### src/rtl/mem_pkg.sv
// Shared definitions for the memory arbiter slice: bus widths, FSM encoding and
// port-owner identifiers.
package mem_pkg;

   localparam int unsigned ADDR_W = 13;
   localparam int unsigned DATA_W = 13;

   typedef enum logic [1:0] {
      StIdle = 2'd0,
      StBusy = 2'd1,
      StResp = 2'd2
   } state_e;

   localparam logic OWN_A = 1'b0;
   localparam logic OWN_B = 1'b1;

endpackage

### src/rtl/rr_pick2.sv
// Two-way round-robin picker: a lone request wins outright, a tie goes to the
// port that did not own the previous transaction.
module rr_pick2
   import mem_pkg::*;
(
   input  logic req_a,
   input  logic req_b,
   input  logic last_owner,
   output logic grant_valid,
   output logic grant_owner
);

   always_comb begin
      grant_valid = req_a | req_b;
      grant_owner = OWN_A;
      if (req_a && req_b) begin
         grant_owner = ~last_owner;
      end else if (req_b) begin
         grant_owner = OWN_B;
      end
   end

endmodule

### src/rtl/mem_arbiter.sv
// Two-port sequencer for the shared Main_Memory: latches one request, holds the
// memory strobe until Done or watchdog expiry, then pulses completion to the owner.
module mem_arbiter
   import mem_pkg::*;
#(
   parameter int unsigned TIMEOUT = 16
) (
   input  logic              clk,
   input  logic              reset,
   input  logic              a_req,
   input  logic [ADDR_W-1:0] a_addr,
   output logic [DATA_W-1:0] a_rdata,
   output logic              a_done,
   output logic              a_err,
   input  logic              b_req,
   input  logic              b_we,
   input  logic [ADDR_W-1:0] b_addr,
   input  logic [DATA_W-1:0] b_wdata,
   output logic [DATA_W-1:0] b_rdata,
   output logic              b_done,
   output logic              b_err,
   output logic [ADDR_W-1:0] mem_address,
   output logic [DATA_W-1:0] mem_dataIn,
   input  logic [DATA_W-1:0] mem_dataOut,
   output logic              mem_write,
   output logic              mem_read,
   input  logic              mem_done
);

   localparam logic [7:0] WdLast = 8'(TIMEOUT - 1);

   state_e            state_q, state_d;
   logic              owner_q, owner_d;
   logic              last_owner_q, last_owner_d;
   logic [ADDR_W-1:0] addr_q, addr_d;
   logic              we_q, we_d;
   logic [DATA_W-1:0] wdata_q, wdata_d;
   logic [DATA_W-1:0] rdata_q, rdata_d;
   logic              err_q, err_d;
   logic [7:0]        wd_cnt_q, wd_cnt_d;

   logic grant_valid;
   logic grant_owner;

   rr_pick2 u_pick (
      .req_a       (a_req),
      .req_b       (b_req),
      .last_owner  (last_owner_q),
      .grant_valid (grant_valid),
      .grant_owner (grant_owner)
   );

   always_ff @(posedge clk) begin
      if (!reset) begin
         state_q      <= StIdle;
         owner_q      <= OWN_A;
         last_owner_q <= OWN_B;
         addr_q       <= '0;
         we_q         <= 1'b0;
         wdata_q      <= '0;
         rdata_q      <= '0;
         err_q        <= 1'b0;
         wd_cnt_q     <= '0;
      end else begin
         state_q      <= state_d;
         owner_q      <= owner_d;
         last_owner_q <= last_owner_d;
         addr_q       <= addr_d;
         we_q         <= we_d;
         wdata_q      <= wdata_d;
         rdata_q      <= rdata_d;
         err_q        <= err_d;
         wd_cnt_q     <= wd_cnt_d;
      end
   end

   always_comb begin
      state_d      = state_q;
      owner_d      = owner_q;
      last_owner_d = last_owner_q;
      addr_d       = addr_q;
      we_d         = we_q;
      wdata_d      = wdata_q;
      rdata_d      = rdata_q;
      err_d        = err_q;
      wd_cnt_d     = wd_cnt_q;
      unique case (state_q)
         StIdle: begin
            if (grant_valid) begin
               state_d  = StBusy;
               owner_d  = grant_owner;
               addr_d   = (grant_owner == OWN_B) ? b_addr : a_addr;
               we_d     = (grant_owner == OWN_B) && b_we;
               wdata_d  = (grant_owner == OWN_B) ? b_wdata : '0;
               rdata_d  = '0;
               err_d    = 1'b0;
               wd_cnt_d = '0;
            end
         end
         StBusy: begin
            wd_cnt_d = wd_cnt_q + 8'd1;
            // Done on the expiry cycle still counts as success.
            if (mem_done) begin
               rdata_d = we_q ? '0 : mem_dataOut;
               state_d = StResp;
            end else if (wd_cnt_q == WdLast) begin
               err_d   = 1'b1;
               rdata_d = '0;
               state_d = StResp;
            end
         end
         StResp: begin
            last_owner_d = owner_q;
            state_d      = StIdle;
         end
         default: state_d = StIdle;
      endcase
   end

   always_comb begin
      mem_address = addr_q;
      mem_dataIn  = wdata_q;
      mem_read    = (state_q == StBusy) && !we_q;
      mem_write   = (state_q == StBusy) && we_q;
      a_done      = (state_q == StResp) && (owner_q == OWN_A);
      b_done      = (state_q == StResp) && (owner_q == OWN_B);
      a_err       = a_done && err_q;
      b_err       = b_done && err_q;
      a_rdata     = a_done ? rdata_q : '0;
      b_rdata     = b_done ? rdata_q : '0;
   end

endmodule

### config.mk
export PLATFORM = sky130hd
export DESIGN_NAME = mem_arbiter
export DESIGN_NICKNAME = d
export VERILOG_FILES = /design/src/rtl/mem_pkg.sv /design/src/rtl/rr_pick2.sv /design/src/rtl/mem_arbiter.sv
export SDC_FILE = /design/constraint.sdc
export NUM_CORES = 1
export LEC_CHECK = 0
export CAP_MARGIN = 20
export CORE_MARGIN = 2
export CORE_UTILIZATION = 36
export CTS_CLUSTER_DIAMETER = 40
export CTS_CLUSTER_SIZE = 10
export DETAILED_ROUTE_END_ITERATION = 8
export MAX_ROUTING_LAYER = met4
export PLACE_DENSITY = 0.76
export SYNTH_ARGS = -nofsm -noshare
export SYNTH_HDL_FRONTEND = slang
export SYNTH_SLANG_ARGS = --single-unit
export TNS_END_PERCENT = 1
### constraint.sdc
create_clock -name clk -period 1.6 [get_ports clk]
set_input_delay 0.24 -clock clk [delete_from_list [all_inputs] [get_ports clk]]
set_output_delay 0.24 -clock clk [all_outputs]
set_load 0.02 [all_outputs]
==> out/results.ini, run 1 <==
[critical_path]
crit_chain = nand2b_4, nor2_4, buf_4, and2_1, buf_2
start_kind = flop
r2r_setup_slack_ps = 110
worst-path-max-fanout = 5
end_kind = output port
critPathRequiredTime_ps = 1360
max_stage_delay_ps = 320
worstSetupPathType = flop to output port
reg2regPathDepth = 6
cp-startpoint = state_q[0]
r2r-end = rdata_q[2]
cp_slowest_cell = dfxtp_1
reg2reg_from = wd_cnt_q[0]
endpoint = b_rdata[8]
cp_data_arrival_time_ps = 1340

[timing]
finalCritPeriodShare_pct = 99.0
rsz0062_at_grt = yes
min_period_ps = 1580
hold_viol = 0
max_slew.worst_pin.slew_ps = 282
setup_viol = 0
slew_headroom_pct = 81.0
setup_slack_ps = 15.9
max_freq_mhz = 631
drv_slew = 0
skew_ps = 2.35

[flow_run]
drv_cap = 0

[power]
p_leak_nw = 1.56
irDropWorstVdd_v = 0.000593
power_density_mw_per_mm2 = 747

[yosys]
synth-seq-cells = 53
syn_inst = 263
seq_area_frac_synth_pct = 45.8
synth_top_area_cell = dfxtp_1
synth-edff-count = 0
synth_top_cells_by_area = dfxtp_1, and2_1, mux2i_1
ys_warn_count = 0
syn_nets = 322
synth_cell_types = 36
netlist_area_mm2 = 0.00231
synth-main-ff-cell = dfxtp_1
synth_top_area_share_pct = 45.8
ys_async_sr_fraction_pct = 0
syn_avg_cell_area_um2 = 8.80

[placed_design]
dp_slack_ps = -196
post-dp-hpwl_um = 4690
dp_cells = 465
gp_congestion = 0.811
port_buffers = 115

[clocking]
clock-sinks = 53
clk_latency_ps = 300
post_cts_buffers = 0
numCtsBuffers = 5
cts-root-buf = clkbuf_8
clk_pin_slew_ps = 90
cts_tree = built
h-tree-depth = 2
hold_buffers = 0
clk_path_buf_depth = 2

[final_layout]
drive_gt1_share_pct = 23.1
fillers = 548
fin_cells = 476
layout_commonest_cell = clkdlybuf4s50_1
diodes = 0
utilization_pct = 62.8
nets = 457
syn_to_final_growth_pct = 70.2
final_cell_mix = clkdlybuf4s50_1, dfxtp_1, buf_4

[route]
via_per_inst = 4.92
drtIter0Drc = 108
drtPass1Iterations = 4
num_vias = 2344
wire_per_inst_um = 13.5
drcViolationCount = 0
drt-total-wl_um = 6400
drt.antenna.violating_nets = 0

[grt]
grt_pass1_wl_um = 10400
antenna_found_initial = 0
grt_overflow_total = 0
grt_pass1_vias = 2314
grt_usage_pct = 18.3
grt_max_degree = 29

[die]
ios = 116
die_h_um = 84.2
die_area_mm2 = 0.00709
die_w_um = 84.2
start_util_pct = 36.9
row_count = 29
design.core.area_mm2 = 0.00628

[worst_hold_path]
holdPathStages = 1
min_path_type = flop to flop

[outcome]
status = complete, no violations

## metal layers
layer	vias up	global-route usage, %	routed length (um)
li1	1197	-	-
met1	1068	21.2	2780
met2	72	31.5	3140
met3	7	3.74	415
met4	0	6.16	70
met5	-	-	0
## cell families after synthesis
logic type,count (synthesis),share of synthesized area [%]
buffers and inverters,20,3.84
muxes,13,5.62
DFF,53,45.8
AOI/OAI and AO/OA,83,22.5
and+or+nand+nor,92,21.3
xor gates and xnor gates,1,0.378
adders and majority gates,1,0.540
## registers in the layout, summed over array words and instances, names as in the netlist
signal        flops
err_q             1
state_q           2
wd_cnt_q          8
we_q              1
rdata_q          13
owner_q           1
mem_address      13
mem_dataIn       13
last_owner_q      1
## layout make-up
cell class / instances / area (um^2) / share of cell area (%)
repair buffers: 145 / 1430 / 36.3
multi-input cells: 190 / 1250 / 31.8
flip-flops and latches: 53 / 1070 / 27.1
well taps: 77 / 96.3 / 2.45
clock buffers: 7 / 76.3 / 1.94
inverters: 3 / 11.3 / 0.286
clock inverters: 1 / 7.51 / 0.191
## how the worst min path moves through the flow
stage / start / endpoint / slack [ps]
after floorplan: mem_dataOut[10] / rdata_q[10] / 370
after global placement: wd_cnt_q[7] / wd_cnt_q[7] / 460
after detailed placement: wd_cnt_q[7] / wd_cnt_q[7] / 470
after CTS: mem_dataOut[7] / rdata_q[7] / 470
after global routing: mem_dataOut[7] / rdata_q[7] / 480
final: wd_cnt_q[7] / wd_cnt_q[7] / 480
## through the flow
stage / hold WS, ps / power (mW) / instance area [um^2] / setup TNS, ps
6_report: 482 / 2.94 / 3940 / 0
5_1_grt: 477 / 3.08 / 3940 / -280
4_1_cts: 469 / 2.95 / 3750 / -71.7
3_5_place_dp: 470 / 2.22 / 3760 / -6830
3_3_place_gp: 458 / 2.21 / 3760 / -5460
2_1_floorplan: 375 / 1.79 / 2320 / 0
## critical path: cells and delay by family (launching register included)
kind | cells | cell delay [ps]
buffers and inverters | 2 | 310
AND/OR/NAND/NOR | 3 | 420
flip-flops | 1 | 320
## timing repair
item / in CTS / in global routing
setup endpoints to repair: 32 / 45
cloned: 2 / 1
resized for setup: 139 / 63
pin swaps: 2 / 3
## cell usage after synthesis, types with 6 or more instances
master	number
dfxtp_1	53
o21ai_0	20
o21ai_1	8
a22oi_1	14
nor2_1	20
a21oi_1	18
clkbuf_1	10
nand2_1	17
and2_1	29
a21boi_1	8
a21boi_0	6
mux2i_1	13
## power by group
part           switching, mW  internal [mW]
Combinational          0.354          0.420
Clock                  0.414          0.310
Sequential            0.0467           1.40
Note: power is estimated with default switching activity, not from simulation.
==> inputs of run 2 (changes only) <==
Settings changed: CORE_UTILIZATION 36 to 55, DONT_BUFFER_PORTS from default to 1, PLACE_DENSITY 0.76 to 0.73.
==> run 2 against run 1 <==
Effect of this change:
- first-iteration DRC count down 18%
- combinational power shrank 53%
- worst setup slack improved by 18 ps
- clock-buffer cell count shrank 2
- largest cell class is now multi-input combinational cells
- critical path type unchanged
- cell area fell by 31%
- clock power grew 20%
- global-route usage increased by 4.7 points
- critical path depth down 1
- clock skew increased by 3.2 ps
==> out/results.ini, run 2 (synthesis gave the netlist of run 1 again) <==
[final_layout]
utilization_pct = 67.6
seqCellArea_mm2 = 0.00107
drive_gt1_share_pct = 26.4
final_cell_mix = dfxtp_1, and2_4, o21ai_0
diodes = 0
fin_cells = 326
layout_commonest_cell = dfxtp_1
multiInputGateArea_mm2 = 0.00128
fillers = 348
nets = 335
syn_to_final_growth_pct = 17.7

[flow_run]
drv_cap = 0

[route]
drt-total-wl_um = 5210
drt.antenna.violating_nets = 0
num_vias = 1904
drtIter0Drc = 89
drcViolationCount = 0
drtPass1Iterations = 5
via_per_inst = 5.84
wire_per_inst_um = 16.0

[critical_path]
start_kind = flop
cp_data_arrival_time_ps = 1330
cp.buffers_inverters = 1
critPathTopFamily = simple AND/OR/NAND/NOR gates
max_stage_delay_ps = 350
cp_slowest_cell = dfxtp_2
critPathRequiredTime_ps = 1360
worst-path-max-fanout = 7
end_kind = output port
worstSetupPathType = flop to output port
crit_chain = nand2b_4, nor2_4, buf_6, and2_2

[grt]
antenna_found_initial = 0
grt_pass1_wl_um = 7780
grt_max_degree = 42
grt_usage_pct = 23.0
grt_pass1_vias = 1749
grt_overflow_total = 0

[die]
ios = 116
die_w_um = 68.9
die_h_um = 68.9
design.core.area_mm2 = 0.00403
start_util_pct = 57.5
die_area_mm2 = 0.00474
row_count = 23

[clocking]
h-tree-depth = 2
clock-sinks = 53
clk_pin_slew_ps = 90
cts_tree = built
clk_path_buf_depth = 2
cts-root-buf = clkbuf_8
clk_latency_ps = 310
numCtsBuffers = 5

[timing]
min_period_ps = 1570
slew_headroom_pct = 68.4
setup_viol = 0
skew_ps = 5.56
max_freq_mhz = 639
rsz0062_at_grt = yes
drv_slew = 0
hold_viol = 0
max_slew.worst_pin.slew_ps = 474
finalCritPeriodShare_pct = 97.9
setup_tns_ps = 0
setup_slack_ps = 34.0

[power]
irDropWorstVdd_v = 0.000778
power_density_mw_per_mm2 = 1010
p_leak_nw = 1.04

[placed_design]
dp_slack_ps = 51.7
port_buffers = 0
dp_cells = 313
gp_congestion = 0.796
post-dp-hpwl_um = 3420

[outcome]
status = complete, no violations

[worst_hold_path]
min_path_type = primary input to flop

run 2: cell count changes in the layout (fill, tap and decap cells not counted), moves of 3 or more:
| cell | change |
|---|---|
| buf_2 | -4 |
| buf_4 | -15 |
| and2_4 | +12 |
| clkdlybuf4s50_1 | -83 |
| dfxtp_2 | +3 |
| buf_12 | -5 |
| and2_1 | -16 |
| buf_6 | -15 |
| and2_2 | +4 |
run 2: cell type report:
class	count	area share (%)
multi-input combinational	190	47.1
sequential	53	39.1
inverter	3	0.413
tap	50	2.30
clock inverter	2	1.29
clock buffer	5	2.53
timing repair buffer	23	7.25
run 2: worst paths after layout:
check | depth (start not counted) | slack [ps] | endpoint | start
max | 4 | 30 | b_rdata[9] | state_q[0]
min | 1 | 50 | wd_cnt_q[5] | reset
max reg2reg | 5 | 80 | rdata_q[3] | wd_cnt_q[4]
min reg2reg | 2 | 500 | rdata_q[8] | rdata_q[8]
run 2: report_power, final:
| group | internal (mW) | total, mW | switching, mW |
|---|---|---|---|
| Sequential | 1.40 | 1.53 | 0.127 |
| Combinational | 0.159 | 0.367 | 0.208 |
| Clock | 0.455 | 0.869 | 0.414 |
run 2: routing by layer:
metal | vias up | part of all wire, % | routed length [um] | GRT usage (%)
li1 | 949 | - | - | -
met4 | 0 | 1.7 | 89 | 10.5
met2 | 85 | 49 | 2530 | 38.2
met3 | 7 | 9.1 | 473 | 7.47
met5 | - | 0 | 0 | -
met1 | 863 | 41 | 2120 | 24.9
run 2: worst reg2reg max path: stages (launching register included):
cell,delay (ps)
dfxtp_1,360
nor4_2,460
a211oi_4,150
buf_6,160
o21ai_0,180
a21boi_1,100
run 2: repair_timing:
item,CTS,global route
pin swaps,1,6
resized for setup,38,40
hold buffers,1,0
endpoints found under the hold margin,1,0
gates cloned,2,2
buffers inserted,0,1
setup endpoints to repair,29,35
run 2: stage by stage:
stage          instance area [um^2]  hold slack, ps  total power, mW
2_1_floorplan                  2320             375             1.79
3_3_place_gp                   2440             309             1.88
3_5_place_dp                   2440             316             1.89
4_1_cts                        2630            42.4             2.77
5_1_grt                        2730            34.6             2.90
6_report                       2730            51.8             2.76
==> RTL change: new RTL, settings of run 1 <==
Reset style: asynchronous (`reset`), changed in one clocked block.
--- a/src/rtl/mem_arbiter.sv
+++ b/src/rtl/mem_arbiter.sv
@@ -52,3 +52,3 @@
 
-   always_ff @(posedge clk) begin
+   always_ff @(posedge clk or negedge reset) begin
       if (!reset) begin
Function: differs if reset is asserted again (counterexample within 4 cycles, from zero or initial values and one cycle with reset low); with reset held inactive, the same outputs for 10 cycles.
==> RTL change against run 1 <==
  * Final cell count up 1.3%
  * Final area rose by 10%
  * Sequential cell count did not move
  * First-iteration DRC count up 2.8%
  * Worst setup slack lost 62 ps
  * Area after synthesis rose by 16%
  * Routed wire length grew 13%
  * Critical path depth unchanged
  * Largest cell class unchanged
  * The flow now finishes with violations (negative setup slack)
Power is not compared: it rests on default switching activity, and its combinational part moved more than twofold at a synthesized area within 25%.
==> RTL change: results (changes against run 1) <==
status=complete, but fails checks; failing checks=negative setup slack; multiplexer area fraction after synthesis=12.0% (+6.4 points); largest net degree at the start of global routing=54 (+86%); Area contributors post-synth=dfrtp_1 (48%), mux2_2 (11%), and2_1 (7.2%), a22o_1 (4.9%), o211ai_2 (4.6%); Post-Synth XOR/XNOR Area=0% (-0.38 points); Post-Place Setup Slack=-279 ps (-82.3 ps); WL/cell=15.0 um (+11%); crit path from=state_q[0]$_DFFE_PN0P_; syn nets=303 (-5.9%); Non-CTS inverters=1 (-2); post-DP HPWL=5.13 mm (+9.5%); met3 GRT Util=4.76% (+1.0 points); post-synth cell types=37 (+2.8%); first-pass GRT wire length=11.6 mm (+12%); asr flop ratio synth=100% (+100 points); Setup violations, final=30 (+30); CP max FO=8 (+3); CP peak stage delay=390 ps (+70 ps); WP data arrival=1410 ps (+70 ps); Multi-In Gates=175 (-7.9%); setup_tns=-680 ps (-680 ps); crit path to=a_rdata[2]; Total GRT Usage=18.0% (-0.30 points); Layout non-clock buf frac=33.0% (-3.3 points); Max Clock Skew=14.1 ps (+11.8 ps); Via density=5.02 (+2.0%); Well Taps=99 (+29%); Worst Hold Slack=430 ps (-52.3 ps); placed insts=470 (+1.1%); Hold Crit Class=in -> async; Seq Cell Count=53 (unchanged); number of nets in the layout=441 (-3.5%); reg2reg start=state_q[1]$_DFFE_PN0P_; met1 usage=22.0% (+0.87 points); final worst slack=-46.2 ps (-62.1 ps); Final Cell Area=4350 um2 (+10%); fraction of the mapped netlist area in adder cells=0.465% (-0.076 points); Non-clk bufs=146 (+0.69%); initial DRC count=111 (+2.8%); Worst-path clk slew=110 ps (+20 ps); number of fill cells=619 (+13%)
[RTL change: cell types whose count changed in the layout (fill, tap and decap cells not counted), moves of 7 or more]
cell      change
a21boi_1      -7
a21oi_1      -17
a22o_1       +15
a22oi_1      -14
dfrtp_1      +51
dfxtp_1      -51
mux2_2       +26
mux2i_1      -10
nand3_1      +14
nor2_1       -14
o211ai_2     +10
o21ai_1       -8
[RTL change: logic make-up (layout without fill, tap and decap cells)]
kind of cell / after synthesis / in the layout
muxes: 29 / 29
DFF: 53 / 53
and+or+nand+nor: 87 / 88
AOI/OAI and AO/OA: 57 / 57
buffers and inverters: 17 / 155
adders and majority gates: 1 / 1
[RTL change: worst min path at each step]
stage                    startpoint                    endpoint  cells after the start
floorplan                     reset           err_q$_DFFE_PN0P_                      0
global placement              reset   mem_dataIn[3]$_DFFE_PN0P_                      2
detailed placement            reset   mem_dataIn[7]$_DFFE_PN0P_                      2
CTS                           reset  mem_dataIn[10]$_DFFE_PN0P_                      3
global route        mem_dataOut[10]     rdata_q[10]$_DFFE_PN0P_                      3
finish                        reset  mem_dataIn[10]$_DFFE_PN0P_                      3
[RTL change: per-layer routing]
| layer | wire, um | share of wire, % | vias up |
|---|---|---|---|
| met3 | 403 | 5.6 | 11 |
| met2 | 3520 | 49 | 101 |
| met1 | 3180 | 44 | 1154 |
| met5 | 0 | 0 | - |
| li1 | - | - | 1156 |
| met4 | 103 | 1.4 | 0 |
[RTL change: what timing repair did]
action / in CTS / in global routing
pin swaps: 11 / 9
endpoints found under the setup margin: 48 / 67
gates resized for setup: 173 / 47
endpoints found under the hold margin: 52 / 0
hold buffers: 1 / 0
gates cloned: 2 / 0
buffers inserted: 0 / 1
[RTL change: critical path: cells and delay by family (launching register included)]
kind	cells	cell delay (ps)
simple gates	3	440
flops	1	390
buf+inv	2	260
